--- src/rtl/flash_fetch_ctrl.sv ---
// Flash port sequencer: byte-wise 32-bit instruction fetch plus one arbitrated data requester.
// Optional write read-back verification is enabled by defining FLASH_WR_VERIFY_EN.
module flash_fetch_ctrl #(
   parameter int ADDR_W   = 24,
   parameter int READ_LAT = 3
) (
   input  logic              clk,
   input  logic              reset,
   input  logic              fetch_req,
   output logic              instr_valid,
   output logic [31:0]       instr,
   input  logic [ADDR_W-1:0] pc_out,
   output logic [1:0]        pc_control,
   input  logic              d_req,
   input  logic              d_we,
   input  logic [ADDR_W-1:0] d_addr,
   input  logic [7:0]        d_wdata,
   output logic              d_ack,
   output logic [7:0]        d_rdata,
   output logic              d_err,
   output logic              flash_we,
   output logic              flash_re,
   output logic [ADDR_W-1:0] flash_addr,
   output logic [7:0]        flash_wdata,
   input  logic [7:0]        flash_rdata
);

   localparam int CW = $clog2(READ_LAT + 2);
   localparam logic [CW-1:0] LAST_WAIT = CW'(READ_LAT - 1);
   localparam logic [CW-1:0] LAST_DRD  = CW'(READ_LAT);

   localparam logic [2:0] IDLE   = 3'd0;
   localparam logic [2:0] F_ADDR = 3'd1;
   localparam logic [2:0] F_WAIT = 3'd2;
   localparam logic [2:0] F_INC  = 3'd3;
   localparam logic [2:0] F_DONE = 3'd4;
   localparam logic [2:0] D_RD   = 3'd5;
   localparam logic [2:0] D_WR   = 3'd6;
   localparam logic [2:0] D_VFY  = 3'd7;

   logic [2:0]        state;
   logic [1:0]        k;
   logic [CW-1:0]     cnt;
   logic [ADDR_W-1:0] f_addr;
   logic              d_ack_q;
`ifdef FLASH_WR_VERIFY_EN
   logic              d_err_q;
`endif

   always_ff @(posedge clk) begin
      if (reset) begin
         state   <= IDLE;
         k       <= '0;
         cnt     <= '0;
         f_addr  <= '0;
         instr   <= '0;
         d_rdata <= '0;
         d_ack_q <= 1'b0;
`ifdef FLASH_WR_VERIFY_EN
         d_err_q <= 1'b0;
`endif
      end else begin
         d_ack_q <= 1'b0;
         case (state)
            IDLE: begin
               // a requester still holding d_req during its own ack cycle must not be re-granted
               if (d_req && !d_ack_q) begin
                  cnt   <= '0;
                  state <= d_we ? D_WR : D_RD;
               end else if (fetch_req) begin
                  k     <= '0;
                  state <= F_ADDR;
               end
            end
            F_ADDR: begin
               f_addr <= pc_out;
               cnt    <= '0;
               state  <= F_WAIT;
            end
            F_WAIT: begin
               if (cnt == LAST_WAIT) begin
                  instr[{k, 3'b000} +: 8] <= flash_rdata;
                  state <= F_INC;
               end else begin
                  cnt <= cnt + 1'b1;
               end
            end
            F_INC: begin
               if (k == 2'd3) begin
                  state <= F_DONE;
               end else begin
                  k     <= k + 1'b1;
                  state <= F_ADDR;
               end
            end
            F_DONE: state <= IDLE;
            D_RD: begin
               if (cnt == LAST_DRD) begin
                  d_rdata <= flash_rdata;
                  d_ack_q <= 1'b1;
`ifdef FLASH_WR_VERIFY_EN
                  d_err_q <= 1'b0;
`endif
                  state   <= IDLE;
               end else begin
                  cnt <= cnt + 1'b1;
               end
            end
            D_WR: begin
`ifdef FLASH_WR_VERIFY_EN
               cnt   <= '0;
               state <= D_VFY;
`else
               d_ack_q <= 1'b1;
               state   <= IDLE;
`endif
            end
`ifdef FLASH_WR_VERIFY_EN
            D_VFY: begin
               if (cnt == LAST_DRD) begin
                  d_rdata <= flash_rdata;
                  d_err_q <= (flash_rdata != d_wdata);
                  d_ack_q <= 1'b1;
                  state   <= IDLE;
               end else begin
                  cnt <= cnt + 1'b1;
               end
            end
`endif
            default: state <= IDLE;
         endcase
      end
   end

   always_comb begin
      flash_re    = 1'b0;
      flash_we    = 1'b0;
      flash_addr  = '0;
      flash_wdata = '0;
      pc_control  = 2'b00;
      case (state)
         F_ADDR: begin
            flash_re   = 1'b1;
            flash_addr = pc_out;
         end
         F_WAIT: begin
            flash_re   = 1'b1;
            flash_addr = f_addr;
         end
         F_INC: begin
            pc_control = 2'b01;
            flash_addr = f_addr;
         end
         D_RD, D_VFY: begin
            flash_re   = 1'b1;
            flash_addr = d_addr;
         end
         D_WR: begin
            flash_we    = 1'b1;
            flash_addr  = d_addr;
            flash_wdata = d_wdata;
         end
         default: ;
      endcase
   end

   assign instr_valid = (state == F_DONE);
   assign d_ack       = d_ack_q;
`ifdef FLASH_WR_VERIFY_EN
   assign d_err = d_err_q;
`else
   assign d_err = 1'b0;
`endif

endmodule

--- config.mk ---
export PLATFORM = sky130hd
export DESIGN_NAME = flash_fetch_ctrl
export DESIGN_NICKNAME = d
export VERILOG_FILES = /design/src/rtl/flash_fetch_ctrl.sv
export SDC_FILE = /design/constraint.sdc
export NUM_CORES = 1
export LEC_CHECK = 0
export ABC_AREA = 1
export CAP_MARGIN = 20
export CELL_PAD_IN_SITES_DETAIL_PLACEMENT = 1
export CELL_PAD_IN_SITES_GLOBAL_PLACEMENT = 1
export CORE_MARGIN = 5
export CORE_UTILIZATION = 31
export CTS_BUF_LIST = sky130_fd_sc_hd__clkbuf_4
export CTS_CLUSTER_DIAMETER = 60
export CTS_CLUSTER_SIZE = 30
export DETAILED_ROUTE_END_ITERATION = 16
export PLACE_DENSITY_LB_ADDON = 0.1
export SYNTH_ARGS = -nofsm -noshare
export SYNTH_HDL_FRONTEND = slang
export SYNTH_SLANG_ARGS = --single-unit
--- constraint.sdc ---
create_clock -name clk -period 2.1 [get_ports clk]
set_input_delay 0.315 -clock clk [delete_from_list [all_inputs] [get_ports clk]]
set_output_delay 0.315 -clock clk [all_outputs]
set_load 0.1 [all_outputs]
Word level (Yosys, flattened, before mapping)
Cells that the tools add are included.

cells by class
  $add $sub $neg = 3
  multipliers = 0
  div/mod/pow operators = 0
  magnitude comparators = 0
  equality and inequality tests = 19
  shift-type cells = 2
  muxes and demuxes = 23
  bitwise gates (word level) = 0
  reductions and logical operators = 13

operator list
  cell                                                  count
  case mux 24 bit (3 select lines)                      1
  bitwise mux 32 bit                                    1
  variable shift 8 x 7 -> 32 bit, first input constant  1
  variable part select 8 x 7 -> 32 bit                  1
  two-way mux 3 bit                                     8
  inequality test 2 bit, second input constant          8
  case mux 3 bit (5 select lines)                       1
  == test 3 x 2 -> 1 bit, second input constant         4
  == test 3 bit, second input constant                  4
  case mux 3 bit (4 select lines)                       1
  two-way mux 2 bit                                     4
  two-way mux 8 bit                                     1
  AND reduction 4 bit                                   2
  negator 5 -> 7 bit                                    1
  two-way mux 1 bit                                     4
  case mux 2 bit (2 select lines)                       1
  AND reduction 2 bit                                   2
  nonzero test 4 bit                                    1
  OR reduction 4 bit                                    1
  adder 3 x 1 -> 3 bit, second input constant           1
  == test 3 x 1 -> 1 bit, second input constant         1
  logical NOT 3 bit                                     1
  inequality test 3 bit, second input constant          1
  AND reduction 3 bit                                   1
  8 further kinds                                       8

storage, ports and cells
  register bits = 73
  bits in latches = 0
  RAM bits = 0
  bits in read-only memories = 0
  output and inout port bits = 79
  word-level logic and storage cells = 67
  memories kept = 0

Longest topological paths before layout
Gate-level depths: netlist (run 1).

  word-level depth = 4
  mapped depth = 10
  gate-level depth less buffers = 10

Worst setup path before layout (run 1)
No wires, ideal clock.

  kind = register -> output
  start = reg state[2]
  end = out flash_wdata[0]
  data arrival time = 3481 ps
  setup slack = -1696 ps
  stages on the path, launching flop included = 6
  path through = dfxtp_1 -> buf_6 -> inv_4 -> nor2_1 -> inv_2 -> nor2_1

on the way
  word-level cells in the longest chain between the ends = 2

ends and longest elaborated chain
  what                    RTL line  RTL
  start, declared         41        logic [2:0] state;
  start signal, assigned  69        state <= d_we ? D_WR : D_RD;
  == test 3 bit           141       case (state)
  two-way mux 8 bit       141
  end, declared           24        output logic [7:0] flash_wdata,

Every way passes these cells.

Final worst setup path (run 1)
  start = reg state[0]
  end = out flash_addr[6]

on the way
  word-level cells in the longest chain between the ends = 3
  elaborated cells between the ends (all ways) = 9
  those cells by class = eq/ne: 6; mux: 1; reduce/logical: 2

ends and longest elaborated chain
  what                                                                       RTL line  RTL
  == test 3 bit / == test 3 x 2 -> 1 bit (equally long branches)             141
  OR reduction 3 bit (no line) / OR reduction 2 bit (equally long branches)  -
  case mux 24 bit (3 select lines) (*)                                       141
  end, declared                                                              23        output logic [ADDR_W-1:0] flash_addr,

Every way passes the cells marked *; elsewhere a longest branch is shown, timed or not.

==> results of run 1 <==
## layout make-up
type	count	area, um^2
Clock inverter	5	128
Timing Repair Buffer	167	1960
Inverter	45	194
Multi-Input combinational cell	389	2280
Timing Repair inverter	1	6.26
Tap cell	143	179
Fill cell	1391	5270
Clock buffer	11	82.6
Sequential cell	73	1470
## registers in the layout, summed over array words and instances, names as in the netlist
| name | count |
|---|---|
| instr | 32 |
| f_addr | 24 |
| d_rdata | 8 |
| cnt | 3 |
| state | 3 |
| k | 2 |
| d_ack | 1 |
## repair_timing
action,in CTS,in global routing
cloned,0,4
pin swaps,2,7
setup endpoints to repair,34,32
buffers inserted,4,5
resized for setup,9,22
## per-layer routing
layer / vias up / GRT usage (%)
li1: 2037 / -
met1: 1969 / 24.9
met2: 123 / 34.6
met3: 15 / 3.89
met4: 0 / 6.66
met5: - / 0
## power by group through the flow
stage                     registers [mW]  logic (mW)  clock network (mW)
after global routing                1.77        5.67                1.37
after floorplan                     1.73        3.37                   0
after detailed placement            1.75        5.02                   0
final                               1.74        5.40                1.27
after global placement              1.73        4.92                   0
after CTS                           1.72        5.12                1.31
## Yosys cell counts, types with 2 or more instances
| library cell | instances | area [um^2] |
|---|---|---|
| a21oi_1 | 53 | 265 |
| a31oi_1 | 10 | 62.6 |
| buf_1 | 4 | 15.0 |
| buf_2 | 6 | 30.0 |
| buf_4 | 6 | 45.0 |
| buf_6 | 4 | 45.0 |
| clkbuf_1 | 7 | 26.3 |
| clkinv_2 | 2 | 10.0 |
| dfxtp_1 | 73 | 1460 |
| ha_1 | 8 | 100 |
| inv_1 | 35 | 131 |
| inv_2 | 7 | 26.3 |
| nand2_1 | 151 | 567 |
| nand2_2 | 2 | 12.5 |
| nand3_1 | 69 | 345 |
| nand3_2 | 2 | 20.0 |
| nand3_4 | 3 | 52.6 |
| nor2_1 | 47 | 176 |
| nor2_4 | 8 | 90.1 |
| nor3_1 | 12 | 60.1 |
| o21ai_0 | 14 | 70.1 |
| o21ai_1 | 2 | 10.0 |
## worst max-delay path, stage by stage, from the launching register on
cell	delay [ns]
dfxtp_4	0.40
nor2_2	0.21
inv_1	0.11
buf_12	0.17
nand3_1	0.13
nand3_4	0.10
buf_12	0.17
## cell families (layout without fill, tap and decap cells)
| kind of cell | count (synthesis) | count (layout) |
|---|---|---|
| adder cells (fa/ha/maj) | 8 | 8 |
| other | 1 | 2 |
| AO/OA/AOI/OAI | 81 | 81 |
| flip-flops | 73 | 73 |
| buffers and inverters | 72 | 229 |
| AND/OR/NAND/NOR | 298 | 298 |
## through the flow
step / area [um^2] / hold slack [ns] / power, mW / util (%) / worst slack, ns
2_1_floorplan: 4040 / 0.445 / 5.09 / - / -0.101
3_3_place_gp: 5860 / 0.452 / 6.65 / 50.6 / 0.264
3_5_place_dp: 5860 / 0.457 / 6.76 / 50.6 / 0.185
4_1_cts: 6120 / 0.318 / 8.15 / 52.9 / -0.0154
5_1_grt: 6300 / 0.351 / 8.80 / 54.5 / -0.0214
6_report: 6300 / 0.353 / 8.41 / 54.5 / 0.0471
## path summary, 6_finish.rpt
check | from | cells after the start | slack [ns] | to
worst max-delay path | state[0]$_SDFFE_PP0P_ | 6 | 0.05 | flash_addr[6]
worst min-delay path | reset | 3 | 0.35 | instr[18]$_SDFFE_PP0P_
worst max register to register | k[0]$_SDFFE_PP0P_ | 8 | 0.28 | instr[14]$_SDFFE_PP0P_
worst min register to register | f_addr[0]$_SDFFE_PP0P_ | 2 | 0.47 | f_addr[0]$_SDFFE_PP0P_
==> results.tsv, run 1 <==
metric	value	unit
outcome	finished, final reports clean	
Final Max Tran Viols	0	
CP startpoint kind	flip-flop	
cts bufs inserted	9	
Die H	119	um
CTS tree	yes	
Max Freq	0.487	GHz
Critical Path AT	1.74	ns
Synth Area in Compound Gates	11.5	%
Final setup viols	0	
CTS clk-pin slew, worst paths	0.13	ns
total gr overflow	0	
largest net degree at the start of global routing	36	
vias per cell	4.97	
via count	4144	
internal power	4.20	mW
setup TNS	0	ns
GP Congestion	0.844	
Mapped Cells	533	
ANT nets after route	0	
clock buffer depth	2	
# diodes	0	
IO Count	148	
Metal-1 WL	6280	um
# rows	39	
Worst EP required	1.78	ns
Clock Power Share	15.1	%
Worst Skew	0.0124	ns
Switching Fraction	50.0	%
critical path class	reg -> out	
Flop pwr share	20.7	%
1st-pass router iterations	4	
area grow syn2layout	70.6	%
Yosys warnings	0	
post-synthesis mux area share	0	%
Routed WL	14600	um
final worst path period share	97.8	%
Total Nets Final	763	
Max VDD drop	0.000573	V
top routing layer in use	met4	
most frequent cells in the layout	nand2_1, dfxtp_1, clkdlybuf4s50_1	
max-cap violation count	0	
Switching Power	4.20	mW
Combinational Power Share	64.2	%
Min-Delay Path Class	in -> reg	
Finished Layout Cells	834	
Yosys reg bits	73	
Clock Latency Late Sink	0.44	ns
number of global-route vias before repair	4397	
Core Region	11600	um^2
simple-gate share of the synthesized area	37.1	%
largest family of logic cells by synthesized area	simple AND/OR/NAND/NOR gates	
Mean Syn Cell Area	6.93	um^2
placed cell count	805	
Root Driver	clkbuf_4	
clk sinks	73	
die width	119	um
GR Util All Layers	20.0	%
PD cells	1330	nW/um^2
number of flops mapped to enable cells by yosys	0	
Main synth FF type	dfxtp_1	
P_leak	2.69	nW
Met3 Wirelength	809	um
asr flop ratio synth	0	%
initial antenna violation count	0	
library cells used by synthesis	30	
xor and xnor fraction of the mapped netlist area	0	%
Wirelength per Cell	17.5	um
H-tree Lvls	3	
sequential-to-total area share from yosys stat	39.6	%
crit path max fanout	25	
mapped cell area	3690	um^2
DR DRC count	0	
RSZ-0062 raised after global routing	true	
met2 wire length	7250	um
share of layout cells above drive strength 1	27.8	%
Die ar.	14200	um^2
crit path capture type	primary output	
commonest non-fill, non-tap cell in the layout	nand2_1	
Post-CTS Hold Buffers	0	
# port buffers	145	
post-DP HPWL	10800	um
final worst path period need	2.05	ns
Initial Util	31.9	%
iteration-0 DRC count of the detailed router	167	
Final Hold Vio Count	0	
first-pass GRT wire length	22900	um
adder-cell share of the synthesized area	2.71	%
No activity file was read; power rests on OpenSTA's default activity.
==> run 2: changes to the inputs <==
CTS_CLUSTER_DIAMETER = 150   (was 60)
REMOVE_ABC_BUFFERS = 1   (was not set)
TNS_END_PERCENT = 5   (was not set)
==> run 2 against run 1 <==
Against the previous run:
- clock-buffer cell count fell by 2
- sequential power about the same
- setup slack lost 0.012 ns
- sequential share of layout area is 1.4 points higher
- combinational power shrank 5.4%
- flip-flop and latch count did not move
- core utilization shrank 3.1 points
- critical path type unchanged
- critical endpoint is now flash_addr[16]
- largest power group unchanged
==> results.tsv, run 2 (same netlist as run 1, synthesis figures left out) <==
metric	value	unit	change
commonest non-fill, non-tap cell in the layout	nand2_1		
Die ar.	14200	um^2	unchanged
H-tree Lvls	3		unchanged
clk sinks	73		unchanged
Core Region	11600	um^2	unchanged
post-DP HPWL	10400	um	-3.4%
die width	119	um	unchanged
Initial Util	31.9	%	unchanged
initial antenna violation count	0		unchanged
Final setup viols	0		unchanged
Wirelength per Cell	17.0	um	-2.6%
placed cell count	806		+0.12%
r2r setup slk	0.26	ns	-0.02 ns
P_leak	2.59	nW	-3.6%
Worst Skew	0.0129	ns	+0.000549 ns
1st-pass router iterations	4		unchanged
crit path max fanout	12		-52%
Final Max Tran Viols	0		unchanged
Slew HR	57.7	%	
ANT nets after route	0		unchanged
crit path capture type	primary output		
Clock Latency Late Sink	0.43	ns	about the same
Finished Layout Cells	828		-0.72%
PD cells	1300	nW/um^2	-2.4%
final worst path period need	2.06	ns	+0.0117 ns
max-cap violation count	0		unchanged
worst slew pin tran	0.634	ns	
Die H	119	um	unchanged
Max VDD drop	0.000417	V	-27%
GR Util All Layers	19.6	%	-0.39 points
most flop-heavy register	instr		
outcome	finished, final reports clean		
largest net degree at the start of global routing	57		+58%
final instance area	5940	um^2	-5.8%
Crit path largest cell delay	0.37	ns	-0.03 ns
Root Driver	clkbuf_4		
via count	4136		-0.19%
IO Count	148		unchanged
Total Nets Final	757		-0.79%
cts bufs inserted	9		unchanged
vias per cell	5.00		+0.53%
# diodes	0		unchanged
Routed WL	14100	um	-3.3%
Largest register FFs	32		unchanged
DP Area	5530	um^2	-5.7%
# port buffers	145		unchanged
CTS tree	yes		
DR DRC count	0		unchanged
Worst Path Buf+Inv	3		unchanged
clock buffer depth	2		unchanged
delay-heaviest family, CP	simple AND/OR/NAND/NOR gates		
Post-CTS Hold Buffers	0		unchanged
total gr overflow	0		unchanged
Final Hold Vio Count	0		unchanged
dpl ws	0.161	ns	-0.0240 ns
iteration-0 DRC count of the detailed router	204		+22%
final worst path period share	98.3	%	+0.56 points
crit path cell chain	buf_6 -> nor2_4 -> nand2_4 -> nand2_8 -> buf_16 -> nand2_1 -> nand3_2 -> buf_12		
critical path class	reg -> out		
share of layout cells above drive strength 1	25.3	%	-2.5 points
RSZ-0062 raised after global routing	true		
area grow syn2layout	60.8	%	
# rows	39		unchanged
Min-Delay Path Class	in -> reg		
Max Freq	0.484	GHz	-0.57%
Top Registers	instr x32, f_addr x24, d_rdata x8		
Critical Path AT	1.75	ns	about the same
number of global-route vias before repair	4285		-2.5%
first-pass GRT wire length	22500	um	-1.7%
slowest CP cell	dfxtp_4		
Worst EP required	1.78	ns	about the same
CTS clk-pin slew, worst paths	0.13	ns	about the same
most frequent cells in the layout	nand2_1, dfxtp_1, clkdlybuf4s50_1		
final worst setup slack	0.0354	ns	-0.0117 ns
GP Congestion	0.842		-0.25%
CP startpoint kind	flip-flop		
==> run 2: changes by cell type in the layout (fill, tap and decap cells not counted), sizes merged <==
cell | previous run | this run
buf | 98 | 94
bufinv | 4 | 1
clkbuf | 13 | 10
clkinv | 3 | 6
inv | 43 | 44
==> run 2: worst register-to-register path: stages, from the launching register on <==
cell and delay, ns:
dfxtp_1 0.38, inv_2 0.15, ha_1 0.40, inv_2 0.12, nor2_4 0.21, inv_2 0.11, nor3_1 0.18, nand2_1 0.08
a21oi_1 0.14
==> run 2: what timing repair did <==
item / in CTS / in global routing
pin swaps: 2 / 0
gates cloned: 1 / 1
setup endpoints to repair: 34 / 33
gates resized for setup: 40 / 9
setup buffers: 3 / 1
==> run 2: routing by layer <==
| metal | GRT usage (%) | part of all wire [%] | routed length (um) | vias up |
|---|---|---|---|---|
| li1 | - | - | - | 2024 |
| met1 | 24.0 | 42 | 5980 | 1964 |
| met3 | 3.65 | 5.4 | 754 | 21 |
| met4 | 7.10 | 2.3 | 327 | 0 |
| met5 | 0 | 0 | 0 | - |
| met2 | 34.3 | 50 | 7030 | 127 |
==> run 2: stage by stage <==
stage / power (mW) / setup TNS, ns / hold slack (ns) / util, %
after floorplan: 4.68 / -35.04 / 0.384 / -
after global placement: 6.41 / 0 / 0.451 / 47.8
after detailed placement: 6.49 / 0 / 0.457 / 47.8
after CTS: 7.68 / 0 / 0.427 / 50.8
after global routing: 8.13 / -0.590 / 0.461 / 51.3
final: 7.73 / 0 / 0.457 / 51.3
==> run 2: cell type report <==
type	count	area, um^2
Inverter	45	189
Fill cell	1442	5630
Tap cell	143	179
Clock buffer	9	67.6
Clock inverter	7	68.8
Multi-Input combinational cell	389	2050
Timing Repair Buffer	162	1910
Sequential cell	73	1470
==> run 2: final timing paths <==
kind,from,endpoint,cells after the start
setup / recovery,state[2]$_SDFFE_PP0P_,flash_addr[16],8
hold / removal,reset,state[2]$_SDFFE_PP0P_,4
setup reg to reg,k[0]$_SDFFE_PP0P_,instr[8]$_SDFFE_PP0P_,8
hold reg to reg,d_rdata[0]$_SDFFE_PP0P_,d_rdata[0]$_SDFFE_PP0P_,2
==> run 2: power breakdown <==
| part | internal (mW) | switching [mW] | total (mW) |
|---|---|---|---|
| Clock | 0.363 | 0.541 | 0.904 |
| Combinational | 1.74 | 3.38 | 5.11 |
| Sequential | 1.57 | 0.143 | 1.71 |
| Total | 3.67 | 4.06 | 7.73 |
